## config.mk

```make
export PLATFORM = sky130hd
export DESIGN_NAME = rom
export DESIGN_NICKNAME = d
export VERILOG_FILES = /design/src/rtl/rom_pkg.sv /design/src/rtl/rom_table.sv /design/src/rtl/rom.sv
export SDC_FILE = /design/constraint.sdc
export NUM_CORES = 1
export LEC_CHECK = 0
export CAP_MARGIN = 0
export CORE_MARGIN = 1
export CORE_UTILIZATION = 40
export CTS_CLUSTER_DIAMETER = 100
export DETAILED_ROUTE_END_ITERATION = 7
export MAX_ROUTING_LAYER = met4
export PLACE_DENSITY = 0.77
export SLEW_MARGIN = 30
export SYNTH_ARGS = -nofsm -noshare
export SYNTH_HDL_FRONTEND = slang
export SYNTH_HIERARCHICAL = 1
export SYNTH_SLANG_ARGS = --single-unit
```

## constraint.sdc

```tcl
create_clock -name clk -period 0.8 [get_ports clk]
set_input_delay 0.12 -clock clk [delete_from_list [all_inputs] [get_ports clk]]
set_output_delay 0.12 -clock clk [all_outputs]
set_load 0.02 [all_outputs]
```

## src/rtl/rom_pkg.sv

```systemverilog
// Shared constants and content table for the 32 x 32 instruction ROM.
// Holds the boot/test program words and the rom_word() lookup used by rom_table.
package rom_pkg;

    localparam int ADDR_W = 5;
    localparam int DATA_W = 32;

    localparam logic [DATA_W-1:0] NOP_INSN = 32'h0000_0013;

    localparam logic [DATA_W-1:0] INSN_00 = 32'h0050_0093; // addi x1,x0,5
    localparam logic [DATA_W-1:0] INSN_01 = 32'h0030_0113; // addi x2,x0,3
    localparam logic [DATA_W-1:0] INSN_02 = 32'h0020_81B3; // add  x3,x1,x2
    localparam logic [DATA_W-1:0] INSN_03 = 32'h4020_8233; // sub  x4,x1,x2
    localparam logic [DATA_W-1:0] INSN_04 = 32'h0020_F2B3; // and  x5,x1,x2
    localparam logic [DATA_W-1:0] INSN_05 = 32'h0020_E333; // or   x6,x1,x2
    localparam logic [DATA_W-1:0] INSN_06 = 32'h0020_C3B3; // xor  x7,x1,x2
    localparam logic [DATA_W-1:0] INSN_07 = 32'h0020_9433; // sll  x8,x1,x2
    localparam logic [DATA_W-1:0] INSN_08 = 32'h0020_D4B3; // srl  x9,x1,x2
    localparam logic [DATA_W-1:0] INSN_09 = 32'h0030_2023; // sw   x3,0(x0)
    localparam logic [DATA_W-1:0] INSN_10 = 32'h0000_2503; // lw   x10,0(x0)
    localparam logic [DATA_W-1:0] INSN_11 = 32'h00A1_8463; // beq  x3,x10,+8
    localparam logic [DATA_W-1:0] INSN_12 = 32'h0010_0593; // addi x11,x0,1
    localparam logic [DATA_W-1:0] INSN_13 = 32'h0020_0613; // addi x12,x0,2
    localparam logic [DATA_W-1:0] INSN_14 = 32'h0080_06EF; // jal  x13,+8
    localparam logic [DATA_W-1:0] INSN_15 = 32'h0000_006F; // jal  x0,0 (halt loop)

    // Unknown or upper-half addresses fall into the default and return a NOP, never X.
    function automatic logic [DATA_W-1:0] rom_word(input logic [ADDR_W-1:0] addr);
        logic [DATA_W-1:0] word;
        case (addr)
            5'd0:    word = INSN_00;
            5'd1:    word = INSN_01;
            5'd2:    word = INSN_02;
            5'd3:    word = INSN_03;
            5'd4:    word = INSN_04;
            5'd5:    word = INSN_05;
            5'd6:    word = INSN_06;
            5'd7:    word = INSN_07;
            5'd8:    word = INSN_08;
            5'd9:    word = INSN_09;
            5'd10:   word = INSN_10;
            5'd11:   word = INSN_11;
            5'd12:   word = INSN_12;
            5'd13:   word = INSN_13;
            5'd14:   word = INSN_14;
            5'd15:   word = INSN_15;
            default: word = NOP_INSN;
        endcase
        return word;
    endfunction

endpackage

```

## src/rtl/rom_table.sv

```systemverilog
// Combinational content lookup: word address to instruction word.
module rom_table
    import rom_pkg::*;
#(
    parameter int ADDR_W = rom_pkg::ADDR_W,
    parameter int DATA_W = rom_pkg::DATA_W
) (
    input  logic [ADDR_W-1:0] addr,
    output logic [DATA_W-1:0] word
);

    always_comb begin
        word = rom_word(addr);
    end

endmodule

```

## src/rtl/rom.sv

```systemverilog
// Synchronous-read instruction ROM with one-cycle registered output.
// Optional ROM_PARITY_EN adds parity_out, the even parity of the loaded word.
module rom
    import rom_pkg::*;
#(
    parameter int ADDR_W = rom_pkg::ADDR_W,
    parameter int DATA_W = rom_pkg::DATA_W
) (
    input  logic              clk,
    input  logic              rst_n,
    input  logic [ADDR_W-1:0] addr,
    output logic [DATA_W-1:0] data_out
`ifdef ROM_PARITY_EN
    ,
    output logic              parity_out
`endif
);

    logic [DATA_W-1:0] word_p0;

    rom_table #(
        .ADDR_W (ADDR_W),
        .DATA_W (DATA_W)
    ) u_table (
        .addr (addr),
        .word (word_p0)
    );

    // p0 -> output register: every edge reloads, no enable
    always_ff @(posedge clk or negedge rst_n) begin
        if (!rst_n) begin
            data_out <= '0;
        end else begin
            data_out <= word_p0;
        end
    end

`ifdef ROM_PARITY_EN
    always_ff @(posedge clk or negedge rst_n) begin
        if (!rst_n) begin
            parity_out <= 1'b0;
        end else begin
            parity_out <= ^word_p0;
        end
    end
`endif

endmodule

```

# --- Yosys cells after proc, flatten, opt, wreduce, memory -nomap -nowiden ---
# Memory sizes are Yosys's and may differ from the RTL's.
# Cells that the tools add are included.
word_totals:
  n_memories: 1
  rom_bits: 304
  regBits: 32
  input_bits: 7
mem_list:
  columns: ["name", "words", "width", "rd", "rd_ports_with_merged_regs", "wr", "line_no", "text"]
  rows:
  - ["(no name shown)", 16, 19, 1, 0, 0, "rom_pkg.sv:30", "case (addr)"]
classes:
  n_mux: 1
ops:
  columns: ["cell", "n"]
  rows:
  - ["$mux 32", 1]

# --- Logic depth before layout (Yosys ltp) ---
# Gate-level depths: netlist of run 1.
# An unclocked memory read counts as a cell.
logic_depth:
  ltp_word: 2
  ltp_mapped: 5
  mapped_depth_nobuf: 5

# --- Cells and area by module ---
# The synthesis of run 1 kept the hierarchy.
by_module_without_submodules:
  columns: ["mod", "cells_each", "area_per_inst_um2", "instances", "seq_area_each_um2"]
  rows:
  - ["rom", 32, 800.8, 1, 800.8]
  - ["rom_table", 81, 553.0, 1, 0.0]

# --- Worst setup path after synthesis of run 1 ---
# OpenSTA, ideal clock, no wires.
synth_path:
  path_type: "input -> register"
  from: "input port addr[0]"
  to: "register data_out[12]"
  required_ps: 726
  stages: 4
  arrival_time_ps: 962
  n_path_buf: 0
  path_slack_ps: -236
  cell_sequence: "inv_1 -> ha_1 -> or3_1 -> a21oi_2"
synth_via:
  elab_chain_cells: 2
synth_lines:
  columns: ["element", "line_no", "text"]
  rows:
  - ["start, declared", "rom.sv:11", "input logic [ADDR_W-1:0] addr,"]
  - ["$mem_v2 16x19", null, null]
  - ["$mux 32", "rom_pkg.sv:30", null]
  - ["named net word_p0[12]", "rom.sv:19", "logic [DATA_W-1:0] word_p0;"]
  - ["end signal, assigned", "rom.sv:34", "data_out <= word_p0;"]
  - ["end, declared", "rom.sv:12", "output logic [DATA_W-1:0] data_out"]
# The timed path passes the listed nets, and every way through them passes these cells.

# --- Worst setup path in the final report of run 1 ---
layout_path:
  from: "register data_out[10]"
  to: "output port data_out[10]"
# No word-level cell between the ends.

==> results of run 1 <==
layer usage:
| metal | global-route usage | wire length (µm) | up-vias |
|---|---|---|---|
| met2 | 0.295 | 1380 | 35 |
| met1 | 0.167 | 1020 | 472 |
| met3 | 0.0455 | 159 | 2 |
| li1 | - | - | 471 |
| met5 | - | 0 | - |
| met4 | 0.0897 | 14 | 0 |
how the worst min path moves through the flow:
stage                                   to  slack, ns
floorplan            data_out[0]$_DFF_PN0_      -0.18
global placement     data_out[0]$_DFF_PN0_       0.50
detailed placement  data_out[25]$_DFF_PN0_       0.51
CTS                 data_out[10]$_DFF_PN0_       0.16
global route        data_out[10]$_DFF_PN0_       0.17
finish              data_out[12]$_DFF_PN0_       0.16
cell type report:
class / count / area (µm²) / share of cell area
clock buffer: 7 / 65.1 / 0.0324
inverter: 3 / 16.3 / 0.00810
multi-input combinational: 70 / 482 / 0.240
sequential: 32 / 801 / 0.399
tap: 44 / 55.1 / 0.0274
timing repair buffer: 61 / 588 / 0.293
kinds of logic after synthesis:
group                      Yosys count
AOI/OAI and AO/OA                   18
adders and majority gates            8
buffers and inverters               22
DFF                                 32
muxes                                2
other                                2
and+or+nand+nor                     29
per-stage QoR:
stage	util	setup TNS (ns)	cells
finish	0.642	-4.47	217
floorplan	-	-0.312	124
global route	0.642	-5.73	217
CTS	0.638	-5.12	217
detailed placement	0.603	-18.75	209
global placement	0.603	-18.25	209
repair_timing:
action | CTS | global route
setup buffers | 2 | 0
hold buffers | 0 | 0
resized for setup | 209 | 5
setup endpoints to repair | 51 | 40
pin swaps | 5 | 1
cell usage in the layout (no fill, tap or decap), types with 2 or more instances in the layout:
cell type / netlist / final
a211oi_2: 0 / 2
a21oi_1: 5 / 5
nor2_1: 5 / 5
buf_4: 14 / 22
o21ai_0: 2 / 2
nand2b_1: 4 / 4
nor4b_1: 2 / 2
inv_4: 1 / 2
dfrtp_1: 32 / 32
nand3_1: 2 / 2
ha_1: 8 / 6
nor3_1: 3 / 3
mux2i_1: 2 / 2
nand2_1: 7 / 7
buf_6: 1 / 32
nor3b_2: 0 / 2
clkbuf_8: 0 / 2
clkbuf_4: 0 / 5
conb_1: 2 / 13
a211oi_1: 7 / 5
dlygate4sd2_1: 0 / 2
buf_2: 3 / 2
power by group:
| part | internal [mW] | switching, mW |
|---|---|---|
| logic | 0.328 | 0.339 |
| registers | 1.70 | 0.0362 |
| clock network | 0.498 | 0.460 |
synth_stat cells, drive strengths merged (2+ instances only):
master / number
ha: 8
a211oi: 7
o21ai: 2
nor2: 5
buf: 18
nand2b: 4
nand3: 2
nor3: 3
nor4b: 2
mux2i: 2
nand2: 7
conb: 2
inv: 3
nor3b: 3
a21oi: 6
dfrtp: 32
==> run summary, run 1 <==
Initial Util: 0.433
CP Cell Sequence: buf_6
register name with the most flops: data_out
largest family of logic cells by synthesized area: simple AND/OR/NAND/NOR gates
dpl ws: -0.746 ns
Hold WS: 0.162 ns
DP HPWL: 1.86 mm
via count: 980
layout filler cell count: 244
failing checks: setup timing
Die Width: 60.2 µm
TritonCTS Buffers: 5
Power Density: 1670 nW/µm²
leak pwr: 0.982 nW
Gate Count Post-Synth: 113
Hold Crit Class: in2async
Max Freq: 1030 MHz
max_cap viols: 0
Core ar.: 3130 µm²
post-synthesis mux area share: 0.0148
pin count of the biggest net entering global routing: 33
CTS tree: done
Setup crit start kind: flip-flop
post-synthesis register bit count: 32
Synth-to-Final Area Change: 48.2%
DP Area: 1890 µm²
most area-hungry cell type in the Yosys netlist: dfrtp_1
largest fanout on the critical path: 1
ranking of synthesized cells by area: dfrtp_1 59%, buf_4 7.8%, ha_1 7.4%
Via density: 4.52
synthesized area: 1350 µm²
Max rail drop VDD: 0.000547 V
H-Tree Level Count: 2
max-slew violations: 0
number of cells on the critical path: 1
DR WL/cell: 11.9 µm
WP data required: 0.68 ns
ant diodes: 0
NumNets Final: 188
RePlAce Congestion: 0.831
I/O Buffers: 38
XOR/XNOR Fraction of Synth Area: 0
Worst path max stage delay: 0.40 ns
Arrival @ worst endpoint: 0.85 ns
deepest clock path buffer count: 2
Die Y: 60.2 µm
number of flops mapped to enable cells by yosys: 0
max FFs per register: 32
Post-synth ARST share: 1.00
Final Cell Area: 2010 µm²
antenna-violating nets left: 0
total gr overflow: 0
violation count after the first detailed-route iteration: 18
TritonRoute pass-1 iters: 4
period utilization: 1.22
sequential-to-total area share from yosys stat: 0.591
initial antenna violation count: 0
endpoints failing setup: 32
Slowest-stage cell, CP: dfrtp_1
vias in the first global route: 966
outcome: complete, but fails checks
full die area: 3620 µm²
kind of critical path: reg2out
top cell type's share of synthesized area: 0.591
io pins: 39
Netlist cell types: 27
drt drc: 0
largest delay contributor family on the critical path: flip-flops
Pwr Total: 3.36 mW
share of layout cells above drive strength 1: 0.445
Synth Area in Adders: 0.0739
end of the critical path: data_out[10]
Compound-Gate Fraction of Synth Area: 0.0896
first-pass GRT wire length: 4.11 mm
drt total wl: 2.58 mm
Most used DFF post-synth: dfrtp_1
biggest regs: data_out x32
clk sinks: 32
Global Route Usage Sum: 0.168
clock root cell: clkbuf_4
row cnt: 20
Ys Warns: 6
Min Clock Period, post-route: 0.973 ns
fin worst setup slack: -0.173 ns
clock-pin slew of the registers on the worst-case setup and hold paths: 0.09 ns
Hold Fails Final Rpt: 0
RSZ-0062 raised after global routing: true
Avg Cell Area, Syn: 12.0 µm²
Setup crit start: data_out[10]$_DFF_PN0_
simple-gate share of the synthesized area: 0.115
worst path bufs/invs: 1
Worst setup EP type: output pin
(Power assumes the default switching activity.)
==> run 2: changes to the inputs <==
Settings changed: ABC_AREA set to 1, CORE_UTILIZATION 40 to 47, PLACE_DENSITY 0.77 to 0.87.
==> run summary, run 2 <==
Post-synth ARST share: 1.00
fin worst setup slack: -0.184 ns
antenna-violating nets left: 0
initial antenna violation count: 0
TritonRoute pass-1 iters: 4
deepest clock path buffer count: 2
clock share of power: 0.281
Comb pwr share: 0.197
max-slew violations: 0
Final Cell Area: 1950 µm²
biggest regs: data_out x32
ranking of synthesized cells by area: dfrtp_1 59%, buf_4 7.7%, ha_1 7.4%
clock root cell: clkbuf_4
ant diodes: 0
Core ar.: 2760 µm²
failing checks: setup timing
most common cell in the netlist: dfrtp_1
pin count of the biggest net entering global routing: 33
max FFs per register: 32
Setup crit start kind: flip-flop
top cell type's share of synthesized area: 0.589
kind of critical path: reg2out
Most used DFF post-synth: dfrtp_1
vias in the first global route: 933
largest delay contributor family on the critical path: flip-flops
Via density: 4.55
first-pass GRT wire length: 4.24 mm
Avg Cell Area, Syn: 10.8 µm²
Power Density: 1710 nW/µm²
endpoints failing setup: 32
Synth-to-Final Area Change: 43.5%
post-synthesis mux area share: 0
share of layout cells above drive strength 1: 0.433
synthesized area: 1360 µm²
DP HPWL: 1.84 mm
Compound-Gate Fraction of Synth Area: 0.0616
via count: 960
Max Freq: 1020 MHz
Netlist cell types: 21
io pins: 39
largest fanout on the critical path: 1
simple-gate share of the synthesized area: 0.138
DR WL/cell: 12.4 µm
Global Route Usage Sum: 0.190
register name with the most flops: data_out
Hold Fails Final Rpt: 0
leak pwr: 1.03 nW
Net Sw Power: 0.917 mW
Die Y: 55.8 µm
total gr overflow: 0
DP Area: 1800 µm²
Ys Warns: 6
Die Width: 55.8 µm
most frequent cells in the layout: 34 x buf_6, 32 x dfrtp_1, 15 x nand2_1
Worst setup EP type: output pin
Slowest-stage cell, CP: dfrtp_1
outcome: complete, but fails checks
Worst path max stage delay: 0.40 ns
sequential-to-total area share from yosys stat: 0.589
Initial Util: 0.493
violation count after the first detailed-route iteration: 28
number of flops mapped to enable cells by yosys: 0
Flop pwr share: 0.522
min-delay src: addr[4]
CP Cell Sequence: buf_6
Synth Area in Adders: 0.0736
Min Clock Period, post-route: 0.984 ns
clock-pin slew of the registers on the worst-case setup and hold paths: 0.10 ns
I/O Buffers: 38
Gate Count Post-Synth: 126
commonest cells in the netlist: 32 x dfrtp_1, 17 x nand2_1, 14 x buf_4
Max rail drop VDD: 0.00164 V
Hold Crit Class: in2reg
most common cell after layout, fill and taps aside: buf_6
worst path bufs/invs: 1
WP data required: 0.68 ns
XOR/XNOR Fraction of Synth Area: 0
clk sinks: 32
NumNets Final: 194
RSZ-0062 raised after global routing: true
Arrival @ worst endpoint: 0.86 ns
dpl ws: -0.608 ns
Int Pwr: 2.42 mW
period utilization: 1.23
full die area: 3110 µm²
row cnt: 19
most area-hungry cell type in the Yosys netlist: dfrtp_1
CTS tree: done
drt total wl: 2.62 mm
max_cap viols: 0
TritonCTS Buffers: 5
post-synthesis register bit count: 32
Sw Share: 0.275
H-Tree Level Count: 2
largest family of logic cells by synthesized area: simple AND/OR/NAND/NOR gates
RePlAce Congestion: 0.947
Setup crit start: data_out[28]$_DFF_PN0_
drt drc: 0
run 2: what timing repair did:
| item | in CTS | in global routing |
|---|---|---|
| hold buffers | 0 | 0 |
| setup buffers | 0 | 2 |
| gates resized for setup | 200 | 10 |
| endpoints found under the setup margin | 51 | 40 |
| pin swaps | 1 | 4 |
run 2: path summary, 6_finish.rpt:
check,cells after the start,to,slack (ns)
min,3,data_out[20]$_DFF_PN0_,0.12
max,1,data_out[28],-0.18
max in group asynchronous,2,data_out[17]$_DFF_PN0_,0.49
min in group asynchronous,2,data_out[12]$_DFF_PN0_,0.15
run 2: cell families after synthesis:
logic type,after synthesis
AOI/OAI and AO/OA,14
adders and majority gates,8
buffers and inverters,30
DFF,32
other,2
and+or+nand+nor,40
run 2: area by class of cell:
class                           count  area (µm²)
Fill cell                         203         806
Multi-Input combinational cell     75         457
Timing Repair Buffer               51         539
Sequential cell                    32         801
Tap cell                           31        38.8
Inverter                           14        55.1
Clock buffer                        6        51.3
Clock inverter                      2        10.0
run 2: metrics by stage:
stage	hold WS [ns]	power, mW	setup TNS, ns	utilization	instances
after floorplan	-0.176	2.09	-0.217	-	137
after global placement	0.501	2.35	-15.88	0.653	201
after detailed placement	0.509	2.37	-16.87	0.653	201
after CTS	0.145	3.35	-5.76	0.692	209
after global routing	0.126	3.51	-6.62	0.708	211
final	0.123	3.33	-5.13	0.708	211
run 2: power by group through the flow:
stage | Clock, mW | Sequential (mW) | Combinational, mW
global route | 1.06 | 1.75 | 0.707
floorplan | 0 | 1.86 | 0.231
finish | 0.938 | 1.74 | 0.656
CTS | 0.981 | 1.74 | 0.632
detailed placement | 0 | 1.75 | 0.613
global placement | 0 | 1.75 | 0.598
run 2: per-layer routing:
| layer | vias up | routed length, µm | track usage |
|---|---|---|---|
| li1 | 466 | - | - |
| met5 | - | 0 | - |
| met2 | 54 | 1340 | 0.312 |
| met3 | 8 | 214 | 0.0721 |
| met4 | 0 | 82 | 0.107 |
| met1 | 432 | 983 | 0.195 |
